[src/rtl/reset_sequencer_if.sv]
// rtl/reset_sequencer_if.sv - control/status bundle between a reset sequencer and its host
interface reset_sequencer_if #(
  parameter int NUM_DOMAINS = 4
);
  localparam int IDX_W = (NUM_DOMAINS > 1) ? $clog2(NUM_DOMAINS) : 1;

  logic                   soft_reset_req_i;
  logic [NUM_DOMAINS-1:0] domain_ready_i;
  logic [NUM_DOMAINS-1:0] domain_reset_o;
  logic                   all_ready_o;
  logic                   busy_o;
  logic                   timeout_err_o;
  logic [IDX_W-1:0]       cur_domain_o;

  modport master (
    output soft_reset_req_i, domain_ready_i,
    input  domain_reset_o, all_ready_o, busy_o, timeout_err_o, cur_domain_o
  );

  modport slave (
    input  soft_reset_req_i, domain_ready_i,
    output domain_reset_o, all_ready_o, busy_o, timeout_err_o, cur_domain_o
  );
endinterface

[src/rtl/reset_sequencer.sv]
// rtl/reset_sequencer.sv - ordered per-domain reset release with ready timeouts and soft re-sequencing
// RESET_STAGGER_ASSERT_EN: soft reset reasserts domains one per cycle in reverse order.
module reset_sequencer #(
  parameter int   NUM_DOMAINS     = 4,
  parameter int   DELAY_CYCLES    = 16,
  parameter int   DONE_TIMEOUT    = 255,
  parameter logic OUTPUT_POLARITY = 1'b1
) (
  input  logic               clk,
  input  logic               async_reset,
  reset_sequencer_if.slave   bus
);
  localparam int IDX_W = (NUM_DOMAINS > 1) ? $clog2(NUM_DOMAINS) : 1;
  localparam int CNT_W = $clog2(DELAY_CYCLES + 1);
  localparam int TMR_W = $clog2(DONE_TIMEOUT + 1);
  localparam logic [NUM_DOMAINS-1:0] ALL_ASSERTED = {NUM_DOMAINS{OUTPUT_POLARITY}};
  localparam logic [IDX_W-1:0] LAST_IDX = IDX_W'(NUM_DOMAINS - 1);

  typedef enum logic [1:0] {ST_HOLD, ST_WAIT, ST_DONE, ST_SHUTDOWN} state_t;

  logic [1:0]             r_sync;
  state_t                 r_state;
  logic [CNT_W-1:0]       r_cnt;
  logic [TMR_W-1:0]       r_tmr;
  logic [IDX_W-1:0]       r_idx;
  logic [NUM_DOMAINS-1:0] r_rst;
  logic                   r_all_ready;
  logic                   r_busy;
  logic                   r_timeout_err;

  state_t                 w_state;
  logic [CNT_W-1:0]       w_cnt;
  logic [TMR_W-1:0]       w_tmr;
  logic [IDX_W-1:0]       w_idx;
  logic [NUM_DOMAINS-1:0] w_rst;
  logic                   w_all_ready;
  logic                   w_busy;
  logic                   w_timeout_err;
  logic                   w_advance;

  // Async assert, sync deassert: the FSM only moves once r_sync[1] is high.
  always_ff @(posedge clk or negedge async_reset) begin
    if (!async_reset) r_sync <= 2'b00;
    else              r_sync <= {r_sync[0], 1'b1};
  end

  always_ff @(posedge clk or negedge async_reset) begin
    if (!async_reset) begin
      r_state       <= ST_HOLD;
      r_cnt         <= '0;
      r_tmr         <= '0;
      r_idx         <= '0;
      r_rst         <= ALL_ASSERTED;
      r_all_ready   <= 1'b0;
      r_busy        <= 1'b1;
      r_timeout_err <= 1'b0;
    end else if (r_sync[1]) begin
      r_state       <= w_state;
      r_cnt         <= w_cnt;
      r_tmr         <= w_tmr;
      r_idx         <= w_idx;
      r_rst         <= w_rst;
      r_all_ready   <= w_all_ready;
      r_busy        <= w_busy;
      r_timeout_err <= w_timeout_err;
    end
  end

  always_comb begin
    w_state       = r_state;
    w_cnt         = r_cnt;
    w_tmr         = r_tmr;
    w_idx         = r_idx;
    w_rst         = r_rst;
    w_all_ready   = r_all_ready;
    w_busy        = r_busy;
    w_timeout_err = r_timeout_err;
    w_advance     = 1'b0;

    case (r_state)
      ST_HOLD: begin
        if (r_cnt == CNT_W'(DELAY_CYCLES - 1)) begin
          w_cnt    = '0;
          w_tmr    = '0;
          w_idx    = '0;
          w_rst[0] = ~OUTPUT_POLARITY;
          w_state  = ST_WAIT;
        end else begin
          w_cnt = r_cnt + CNT_W'(1);
        end
      end
      ST_WAIT: begin
        w_tmr = r_tmr + TMR_W'(1);
        if (bus.domain_ready_i[r_idx]) begin
          w_advance = 1'b1;
        end else if (r_tmr == TMR_W'(DONE_TIMEOUT - 1)) begin
          w_advance     = 1'b1;
          w_timeout_err = 1'b1;
        end
        if (w_advance) begin
          w_tmr = '0;
          if (r_idx == LAST_IDX) begin
            w_state     = ST_DONE;
            w_all_ready = 1'b1;
            w_busy      = 1'b0;
          end else begin
            w_idx        = r_idx + IDX_W'(1);
            w_rst[w_idx] = ~OUTPUT_POLARITY;
          end
        end
      end
      ST_DONE: begin
      end
`ifdef RESET_STAGGER_ASSERT_EN
      ST_SHUTDOWN: begin
        // Released domains always form a prefix, so all-asserted means domain 0 is back in reset.
        if (r_rst == ALL_ASSERTED) begin
          w_state = ST_HOLD;
          w_cnt   = '0;
          w_idx   = '0;
        end else begin
          w_rst[r_idx] = OUTPUT_POLARITY;
          if (r_idx != '0) w_idx = r_idx - IDX_W'(1);
        end
      end
`endif
      default: begin
        w_state = ST_HOLD;
      end
    endcase

`ifdef RESET_STAGGER_ASSERT_EN
    if (bus.soft_reset_req_i && (r_state != ST_SHUTDOWN)) begin
      w_state                  = ST_SHUTDOWN;
      w_rst                    = r_rst;
      w_rst[NUM_DOMAINS-1]     = OUTPUT_POLARITY;
      w_idx                    = (NUM_DOMAINS > 1) ? (LAST_IDX - IDX_W'(1)) : '0;
      w_cnt                    = '0;
      w_tmr                    = '0;
      w_all_ready              = 1'b0;
      w_busy                   = 1'b1;
      w_timeout_err            = r_timeout_err;
    end
`else
    if (bus.soft_reset_req_i) begin
      w_state       = ST_HOLD;
      w_rst         = ALL_ASSERTED;
      w_idx         = '0;
      w_cnt         = '0;
      w_tmr         = '0;
      w_all_ready   = 1'b0;
      w_busy        = 1'b1;
      w_timeout_err = r_timeout_err;
    end
`endif
  end

  assign bus.domain_reset_o = r_rst;
  assign bus.all_ready_o    = r_all_ready;
  assign bus.busy_o         = r_busy;
  assign bus.timeout_err_o  = r_timeout_err;
  assign bus.cur_domain_o   = r_idx;
endmodule
[src/flat_wrapper.sv]
// flat-port wrapper written by rule: the top's interface ports become plain ports
module reset_sequencer_flat 
#(
  parameter int   NUM_DOMAINS     = 4,
  parameter int   DELAY_CYCLES    = 16,
  parameter int   DONE_TIMEOUT    = 255,
  parameter logic OUTPUT_POLARITY = 1'b1
)
  (clk, async_reset, bus_soft_reset_req_i, bus_domain_ready_i, bus_domain_reset_o, bus_all_ready_o, bus_busy_o, bus_timeout_err_o, bus_cur_domain_o);
  reset_sequencer_if #(.NUM_DOMAINS(NUM_DOMAINS)) bus_i ();
  input  logic clk;
  input  logic async_reset;
  input wire logic [$bits(bus_i.soft_reset_req_i)-1:0] bus_soft_reset_req_i;
  input wire logic [$bits(bus_i.domain_ready_i)-1:0] bus_domain_ready_i;
  output wire logic [$bits(bus_i.domain_reset_o)-1:0] bus_domain_reset_o;
  output wire logic [$bits(bus_i.all_ready_o)-1:0] bus_all_ready_o;
  output wire logic [$bits(bus_i.busy_o)-1:0] bus_busy_o;
  output wire logic [$bits(bus_i.timeout_err_o)-1:0] bus_timeout_err_o;
  output wire logic [$bits(bus_i.cur_domain_o)-1:0] bus_cur_domain_o;
  assign bus_i.soft_reset_req_i = bus_soft_reset_req_i;
  assign bus_i.domain_ready_i = bus_domain_ready_i;
  assign bus_domain_reset_o = bus_i.domain_reset_o;
  assign bus_all_ready_o = bus_i.all_ready_o;
  assign bus_busy_o = bus_i.busy_o;
  assign bus_timeout_err_o = bus_i.timeout_err_o;
  assign bus_cur_domain_o = bus_i.cur_domain_o;
  reset_sequencer #(.NUM_DOMAINS(NUM_DOMAINS), .DELAY_CYCLES(DELAY_CYCLES), .DONE_TIMEOUT(DONE_TIMEOUT), .OUTPUT_POLARITY(OUTPUT_POLARITY)) u_core (.clk(clk), .async_reset(async_reset), .bus(bus_i));
endmodule
[config.mk]
export PLATFORM = sky130hd
export DESIGN_NAME = reset_sequencer_flat
export DESIGN_NICKNAME = d
export VERILOG_FILES = /design/src/rtl/reset_sequencer_if.sv /design/src/rtl/reset_sequencer.sv /design/src/flat_wrapper.sv
export SDC_FILE = /design/constraint.sdc
export NUM_CORES = 1
export LEC_CHECK = 0
export CAP_MARGIN = 10
export CELL_PAD_IN_SITES_DETAIL_PLACEMENT = 1
export CELL_PAD_IN_SITES_GLOBAL_PLACEMENT = 2
export CORE_MARGIN = 4
export CORE_UTILIZATION = 35
export DETAILED_ROUTE_END_ITERATION = 8
export PLACE_DENSITY_LB_ADDON = 0.3
export SLEW_MARGIN = 0
export SYNTH_ARGS = -nofsm -noshare
export SYNTH_HDL_FRONTEND = slang
export SYNTH_SLANG_ARGS = --single-unit
[constraint.sdc]
create_clock -name clk -period 2.39 [get_ports clk]
set_input_delay 0.478 -clock clk [delete_from_list [all_inputs] [get_ports clk]]
set_output_delay 0.478 -clock clk [all_outputs]
set_load 0.1 [all_outputs]
# Word-level counts from Yosys, hierarchy flattened

Index checks and enable logic that the tools add are counted.

Latch bits: 0
Memories kept: 0
Bits in registers: 26
Memory bits (writable): 0
Logic and storage cells: 83
Bits in read-only memories: 0
Output and inout port bits: 9
Input port bits: 7

Divide/modulo/power cells: 0
Reductions and logical operators: 14
Add/sub/neg operators: 3
Multipliers: 0
Bitwise logic cells: 4
Eq/ne operators: 11
$lt $le $gt $ge: 3
Shifts and indexed selects: 0
Multiplexer cells: 38

Operator list:

| operator                                                                     | count |
|---|---|
| 8-bit two-way mux                                                            | 3 |
| 2-bit two-way mux                                                            | 8 |
| 8-bit one-hot mux with 2 select lines                                        | 1 |
| 5-bit two-way mux                                                            | 3 |
| 5-bit AND reduction                                                          | 3 |
| 1-bit two-way mux                                                            | 14 |
| 4-bit two-way mux                                                            | 3 |
| 8-bit by 1-bit adder with 8-bit output, second input constant                | 1 |
| 8-bit == test, second input constant                                         | 1 |
| 4-bit AND reduction                                                          | 2 |
| 2-bit nonzero test                                                           | 4 |
| 2-bit by 3-bit less-than comparator with 1-bit output, second input constant | 2 |
| 3-bit by 2-bit inequality test with 1-bit output, second input constant      | 2 |
| 3-bit inequality test, second input constant                                 | 2 |
| 2-bit one-hot mux with 3 select lines                                        | 1 |
| 5-bit by 1-bit adder with 5-bit output, second input constant                | 1 |
| 5-bit by 4-bit == test with 1-bit output, second input constant              | 1 |
| 4-bit AND                                                                    | 1 |
| 2-bit == test, second input constant                                         | 2 |
| 2-bit inequality test, second input constant                                 | 2 |
| 4-bit NOT                                                                    | 1 |
| 2-bit one-hot mux with 2 select lines                                        | 1 |
| 3-bit two-way mux                                                            | 1 |
| 3-bit AND reduction                                                          | 1 |
| other kinds (11)                                                             | 12 |

# Depth between registers and ports, before layout

Gate-level depths: netlist of run 1.

Depth in word-level cells: 11
Depth in mapped cells: 6
Depth with buffers taken out: 6

# Least setup slack after synthesis of run 1

Ideal clock, no wire load.

Path kind: register -> register
Start: register u_core.r_idx[0], in the netlist u_core.bus.cur_domain_o[0]
End: register u_core.r_state[0]
Period minus slack after synthesis: 2.597 ns
Slack: -0.207 ns
Library setup time: 0.125 ns
Arrival time: 2.473 ns
Required time: 2.265 ns
Cell stages (with the launch flop): 5
Buffers on the path: 0
Path through: dfrtp_1 > mux4_2 > a211o_4 > o311ai_0 > mux2_2

Cells in the longest elaborated chain, start to end: 6
Elaborated cells on any way between the ends: 8
Classes of those cells: 3 x eq/ne; 4 x mux; 1 x reduce/logical

Ends and longest elaborated chain:

| element                                   | RTL line              | source |
|---|---|---|
| start, declared                           | reset_sequencer.sv:25 | `logic [IDX_W-1:0] r_idx;` |
| start signal, assigned                    | reset_sequencer.sv:61 | `r_idx <= w_idx;` |
| 1-bit binary-select mux with 2-bit select | reset_sequencer.sv:94 | `if (bus.domain_ready_i[r_idx]) begin` |
| 1-bit two-way mux (not written as such)   | reset_sequencer.sv:94 |  |
| 1-bit two-way mux                         | reset_sequencer.sv:94 |  |
| 1-bit two-way mux                         | reset_sequencer.sv:80 | `case (r_state)` |
| 3-bit inequality test (no line)           | --                    |  |
| 5-bit AND reduction (no line) *           | --                    |  |
| end signal, assigned                      | reset_sequencer.sv:58 | `r_state <= w_state;` |
| end, declared                             | reset_sequencer.sv:22 | `state_t r_state;` |

Mark *: on every way between the ends. The rest lies on a longest branch, timed or not. The select of a mux whose other input is x is not followed.
A chain may end at the register's enable or synchronous reset.

# Worst setup path after layout of run 1

Start: input port bus_domain_ready_i[2]
End: register u_core.r_state[0]

Cells in the longest elaborated chain, start to end: 6

Ends and longest elaborated chain:

| element                                   | RTL line              | source |
|---|---|---|
| start, declared                           | flat_wrapper.sv:14    | `input wire logic [$bits(bus_i.domain_ready_i)-1:0] bus_domain_ready_i;` |
| 1-bit binary-select mux with 2-bit select | reset_sequencer.sv:94 |  |
| 1-bit two-way mux (not written as such)   | reset_sequencer.sv:94 |  |
| 1-bit two-way mux                         | reset_sequencer.sv:94 |  |
| 1-bit two-way mux                         | reset_sequencer.sv:80 |  |
| 3-bit inequality test (no line)           | --                    |  |
| 5-bit AND reduction (no line)             | --                    |  |

Every way passes these cells. The select of a mux whose other input is x is not followed.

==> impl_metrics.csv, run 1 <==
group,metric,value,unit
clock_tree,cts_resized,0,
worst_setup_path,regToRegSetupSlack,0.41,ns
power,power_density,998,mW/mm2
grt,grt_pass1_wl,5.91,mm
logic_synthesis,yosysTopAreaCellShare,0.373,
logic_synthesis,syn_avg_cell_area,10.2,um2
logic_synthesis,yosys-top-cells-area,"dfrtp_1 (37%), dfstp_2 (9.3%), ha_1 (7.1%)",
worst_setup_path,cp-start-kind,"primary input",
route,viasPerCell,5.31,
worst_setup_path,crit_path_max_fanout,6,
logic_synthesis,synth_seq_cells,26,
route,initialDrtViolationCount,35,
worst_setup_path,timing.rr.end,"u_core.r_state[0]",
timing,finClkSkew,0.00228,ns
worst_setup_path,cp.required,2.55,ns
worst_hold_path,min_to,"u_core.r_sync[1]",
logic_synthesis,async_flop_share,1.00,
worst_hold_path,min_path_type,"reg2reg",
floorplanning,io_pins,16,
clock_tree,root_buffer,"clkbuf_8",
logic_synthesis,synth_edf_count,0,
timing,period_needed,2.08,ns
outcome,outcome,"completed",
logic_synthesis,syn-num-nets,153,
layout,mostFrequentLayoutCells,"buf_4 (20), dfrtp_1 (20), inv_1 (13)",
power,vdd_drop_max,0.625,mV
route,route.detailed.drc,0,
logic_synthesis,synth-main-ff-cell,"dfrtp_1",
timing,worst_pin_slew,0.501,ns
layout,layout.nets,181,
logic_synthesis,seq_area_frac_synth,0.466,
clock_tree,cts_hold_buf,0,
clock_tree,htree_levels,1,
clock_tree,cts_tree,"done",
logic_synthesis,synth_area,0.00141,mm2
route,num_vias,1130,
floorplanning,die_h,71.5,um
logic_synthesis,synth_cell_types,37,
layout,layout-drive-gt1-share,0.230,
worst_setup_path,reg2reg_from,"u_core.r_cnt[0]",
clock_tree,clk_pin_slew,0.09,ns
logic_synthesis,synth_area_leader_cell,"dfrtp_1",
clock_tree,cts_buffer_depth,2,
grt,grt_remaining_overflow,0,
floorplanning,dieArea,0.00511,mm2
floorplanning,die_width,71.5,um
worst_hold_path,hold_path_startpoint,"u_core.r_sync[0]",
worst_setup_path,critical_path_class,"in2reg",
timing,rsz0062_at_grt,"no",
timing,fmax,481,MHz
timing,finalHoldViolCount,0,
layout,area_growth,23.5,%
timing,drv_slew,0,
grt,first_global_vias,1259,
power,p_leak,0.816,nW
logic_synthesis,ys_warn_count,0,
floorplanning,core_area,0.00377,mm2
clock_tree,post_cts_buffers,0,
layout,fillerInstances,433,
worst_setup_path,worst_ep_arrival_time,2.24,ns
timing,hold-worst-slack,0.366,ns
grt,antenna_found_initial,0,
timing,fin_crit_sh,0.870,
clock_tree,cts.sinks,26,
worst_hold_path,worstHoldPathCells,0,
clock_tree,clk_latency,0.27,ns
placed_design,portBuffers,15,
worst_setup_path,cp-end-kind,"register",
timing,finalSetupViolCount,0,
route,firstDrtPassIters,4,
floorplanning,num_rows,22,
layout,antennaDiodeCount,0,
logic_synthesis,synth_cells,138,
route,routedWlPerCell,15.4,um
timing,worst_slew_margin_rel,0.662,
placed_design,gp_congestion,0.716,
grt,grt_max_degree,27,
route,ant_nets,0,
clock_tree,numCtsBuffers,3,
timing,final.setup.tns,0,ns
floorplanning,start_util,0.374,
worst_setup_path,reg2reg_depth,5,
job,drv_cap,0,
grt,grt.total_usage,0.143,
placed_design,dp_hpwl,2.51,mm
route,drt_wl_total,3.29,mm
-- metrics by stage --
stage	cell area (um2)	power (mW)	instances	setup WS, ns	utilization
finish	1740	1.74	213	0.311	0.462
global route	1740	1.86	213	0.244	0.462
CTS	1740	1.76	213	0.313	0.462
detailed placement	1670	1.39	209	0.0144	0.443
global placement	1670	1.35	209	0.0282	0.443
floorplan	1410	1.17	138	0.00224	-
-- state kept, by name, indices dropped and copies added (netlist names) --
name,count
u_core.r_tmr,8
u_core.r_cnt,5
u_core.bus.busy_o,1
u_core.bus.all_ready_o,1
u_core.r_sync,2
u_core.bus.timeout_err_o,1
u_core.bus.cur_domain_o,2
u_core.r_state,2
u_core.bus.domain_reset_o,4
-- synthesized netlist by cell type (2+ instances only) --
master / count
o41ai_1: 3
inv_1: 13
o21ai_0: 9
ha_1: 8
a22o_1: 5
dfrtp_1: 21
o21a_1: 3
nor2_1: 7
a31oi_1: 2
nand2_1: 10
dfstp_2: 5
or4_1: 3
a21oi_1: 2
clkbuf_1: 3
o22ai_1: 3
and3_1: 4
o311ai_0: 2
nor2b_1: 6
nor3_1: 2
a211oi_1: 3
mux2_2: 4
nand3_1: 5
-- report_power, final --
part | total [mW] | switching [mW] | internal [mW]
registers | 0.631 | 0.0915 | 0.540
clock network | 0.364 | 0.140 | 0.224
logic | 0.743 | 0.494 | 0.249
-- how the worst max path moves through the flow --
stage	slack, ns	from	cells after the start	endpoint
after floorplan	0.002	u_core.bus.cur_domain_o[1]	4	u_core.r_state[0]
after global placement	0.03	bus_soft_reset_req_i	5	u_core.r_tmr[7]
after detailed placement	0.01	bus_domain_ready_i[2]	5	u_core.r_state[0]
after CTS	0.31	bus_domain_ready_i[2]	5	u_core.r_state[0]
after global routing	0.24	bus_domain_ready_i[2]	7	u_core.bus.cur_domain_o[0]
final	0.31	bus_domain_ready_i[2]	5	u_core.r_state[0]
-- layout make-up --
class                      instances  area [um2]  area share
inverter                          13        48.8      0.0280
clock buffer                       3        41.3      0.0237
sequential                        26         658       0.378
tap                               48        60.1      0.0345
timing repair buffer              26         210       0.121
multi-input combinational         96         693       0.398
clock inverter                     1        30.0      0.0172
-- metal layers --
| layer | up-vias | track usage | part of all wire |
|---|---|---|---|
| met3 | 2 | 0.0379 | 0.033 |
| met1 | 554 | 0.181 | 0.46 |
| met5 | - | 0 | 0 |
| li1 | 557 | - | - |
| met4 | 0 | 0.0188 | 0.0030 |
| met2 | 17 | 0.250 | 0.50 |
-- critical path, stage by stage --
cell             delay [ns]
clkdlybuf4s50_1        0.40
mux4_2                 0.49
a211o_4                0.32
o311ai_0               0.16
mux2_2                 0.40
-- cells by family (layout without fill, tap and decap cells) --
| group | after synthesis | after routing | synth area share |
|---|---|---|---|
| compound gates | 39 | 39 | 0.202 |
| fa+ha+maj | 8 | 8 | 0.0710 |
| buf+inv | 16 | 43 | 0.0426 |
| flops | 26 | 26 | 0.466 |
| mux | 6 | 6 | 0.0550 |
| other cells | 1 | 1 | 0.00266 |
| simple gates | 42 | 42 | 0.161 |
No activity file was read; power rests on OpenSTA's default activity.
==> run 2, diff against run 1 <==
- ABC_CLOCK_PERIOD_IN_PS: unset -> 2390
==> results of run 2 <==
Final layout, timing and power as in run 1 (identical DEF).
==> run 3, diff against run 2 <==
- CORE_UTILIZATION: 35 -> 39
- DONT_BUFFER_PORTS: unset -> 1
==> run 3 against run 2 <==
Final area decreased by 9.4%. First-iteration DRC count is 11% lower. Critical path depth stayed put. Power decreased by 6.9%. Global-route usage up 2.3 points. Worst setup slack better by 0.026 ns. Utilization is essentially flat. Combinational power decreased by 34%. Die area fell by 9.1%. Largest power group is now sequential cells. Highest routed layer unchanged.
==> impl_metrics.csv, run 3 (same netlist as run 1, synthesis figures left out) <==
group,metric,value,unit
worst_setup_path,path_cells,"ha_1, and4b_1, nor2b_1, o311ai_0, mux2_2",
placed_design,place_area,0.00150,mm2
layout,fillerInstances,385,
clock_tree,post_cts_buffers,0,
layout,antennaDiodeCount,0,
layout,mostFrequentLayoutCells,"dfrtp_1 (20), inv_1 (13), nand2_1 (10)",
worst_setup_path,critical_path.top_delay_family,"compound AO/OA/AOI/OAI gates",
floorplanning,start_util,0.413,
layout,layout-drive-gt1-share,0.164,
power,p_int,0.903,mW
route,viasPerCell,5.56,
placed_design,portBuffers,0,
clock_tree,cts_resized,0,
worst_setup_path,critPathLaunch,"u_core.r_cnt[0]",
timing,fin_crit_sh,0.859,
worst_setup_path,crit_path_max_fanout,4,
floorplanning,die_width,68.1,um
power,total_power,1.62,mW
floorplanning,dieArea,0.00464,mm2
worst_setup_path,cp-end-kind,"register",
floorplanning,core_area,0.00342,mm2
worst_setup_path,critical_path_class,"reg2reg",
grt,antenna_found_initial,0,
power,vdd_drop_max,0.631,mV
layout,postLayoutCoreUtil,0.462,
power,p_leak,0.728,nW
route,num_vias,1067,
grt,grt.total_usage,0.166,
clock_tree,clk_pin_slew,0.15,ns
clock_tree,cts.sinks,26,
worst_setup_path,cp.required,2.63,ns
layout,seq_area,658,um2
worst_setup_path,critPathMaxStageDelay,0.51,ns
floorplanning,io_pins,16,
grt,grt_remaining_overflow,0,
worst_hold_path,min_path_type,"in2reg",
floorplanning,num_rows,21,
timing,finalHoldViolCount,0,
timing,final.setup.tns,0,ns
outcome,outcome,"completed",
grt,grt_max_degree,27,
route,initialDrtViolationCount,31,
power,switching_power,0.716,mW
timing,finalSetupViolCount,0,
power,power_density,1030,mW/mm2
worst_hold_path,hold_path_startpoint,"bus_soft_reset_req_i",
timing,drv_slew,0,
worst_setup_path,cp_slowest_cell,"o311ai_0",
clock_tree,cts_tree,"done",
timing,period_needed,2.05,ns
clock_tree,numCtsBuffers,3,
layout,design_area,0.00158,mm2
layout,area_growth,11.9,%
clock_tree,cts_buffer_depth,2,
worst_setup_path,cp-start-kind,"register",
worst_setup_path,worst_ep_arrival_time,2.30,ns
layout,final_common_cell,"dfrtp_1",
layout,top_register,"u_core.r_tmr",
clock_tree,htree_levels,1,
grt,first_global_vias,1150,
clock_tree,root_buffer,"clkbuf_4",
clock_tree,cts_hold_buf,2,
route,ant_nets,0,
worst_setup_path,reg2reg_from,"u_core.r_cnt[0]",
route,firstDrtPassIters,4,
timing,worst_pin_slew,0.916,ns
power,swShare,0.442,
layout,layout.nets,162,
route,routedWlPerCell,17.0,um
route,drt_wl_total,3.27,mm
floorplanning,die_h,68.1,um
power,p_clk_frac,0.194,
route,route.detailed.drc,0,
layout,largest_register_ffs,8,
clock_tree,clk_latency,0.34,ns
layout,multiInputGateArea,693,um2
timing,finClkSkew,0.00232,ns
grt,grt_pass1_wl,5.62,mm
job,drv_cap,0,
power,combPwrFrac,0.302,
placed_design,dp_hpwl,2.47,mm
power,seqPwrFrac,0.504,
placed_design,gp_congestion,0.742,
timing,fmax,487,MHz
worst_setup_path,crit_buf_inv,0,
timing,rsz0062_at_grt,"no",
timing,worst_slew_margin_rel,0.390,
-- run 3: changes by cell type in the layout (fill, tap and decap cells not counted) --
| cell | delta |
|---|---|
| clkdlybuf4s50_1 | -6 |
| buf_4 | -15 |
| dlygate4sd3_1 | +1 |
| clkbuf_8 | -3 |
| clkbuf_4 | +3 |
| buf_12 | +1 |
-- run 3: through the flow --
step,worst slack [ns],std cells,hold WS (ns)
after floorplan,0.00224,138,0.182
after global placement,0.405,186,0.183
after detailed placement,0.341,186,0.183
after CTS,0.319,192,0.192
after global routing,0.211,192,0.193
final,0.337,192,0.211
-- run 3: final cells by class --
class | count | share of cell area
clock buffers | 3 | 0.0143
inverters | 13 | 0.0309
clock inverters | 1 | 0.0190
well taps | 46 | 0.0365
flip-flops and latches | 26 | 0.417
repair buffers | 7 | 0.0428
multi-input cells | 96 | 0.439
-- run 3: power by group through the flow --
stage | sequential [mW] | clock [mW] | combinational (mW)
floorplan | 0.888 | 0 | 0.287
global placement | 0.815 | 0 | 0.453
detailed placement | 0.824 | 0 | 0.479
CTS | 0.817 | 0.324 | 0.494
global route | 0.828 | 0.350 | 0.540
finish | 0.815 | 0.314 | 0.489
-- run 3: routing by layer --
layer / vias up / global-route usage / share of wire
met4: 0 / 0.0670 / 0.017
met5: - / 0 / 0
met1: 533 / 0.198 / 0.44
li1: 520 / - / -
met2: 9 / 0.297 / 0.52
met3: 5 / 0.0230 / 0.024
-- run 3: path summary, 6_finish.rpt --
check,to,slack [ns],depth (start not counted)
max,u_core.r_state[0],0.34,5
min,u_core.r_cnt[0],0.21,1
max reg2reg,u_core.r_state[0],0.34,5
min reg2reg,u_core.r_sync[1],0.37,0
max in group asynchronous,u_core.bus.domain_reset_o[0],1.60,2
min in group asynchronous,u_core.r_cnt[0],0.56,2
-- run 3: worst reg2reg max path, stage by stage (launching register included) --
cell and delay (ns):
dfrtp_1 0.42, ha_1 0.25, and4b_1 0.24, nor2b_1 0.14, o311ai_0 0.51, mux2_2 0.40
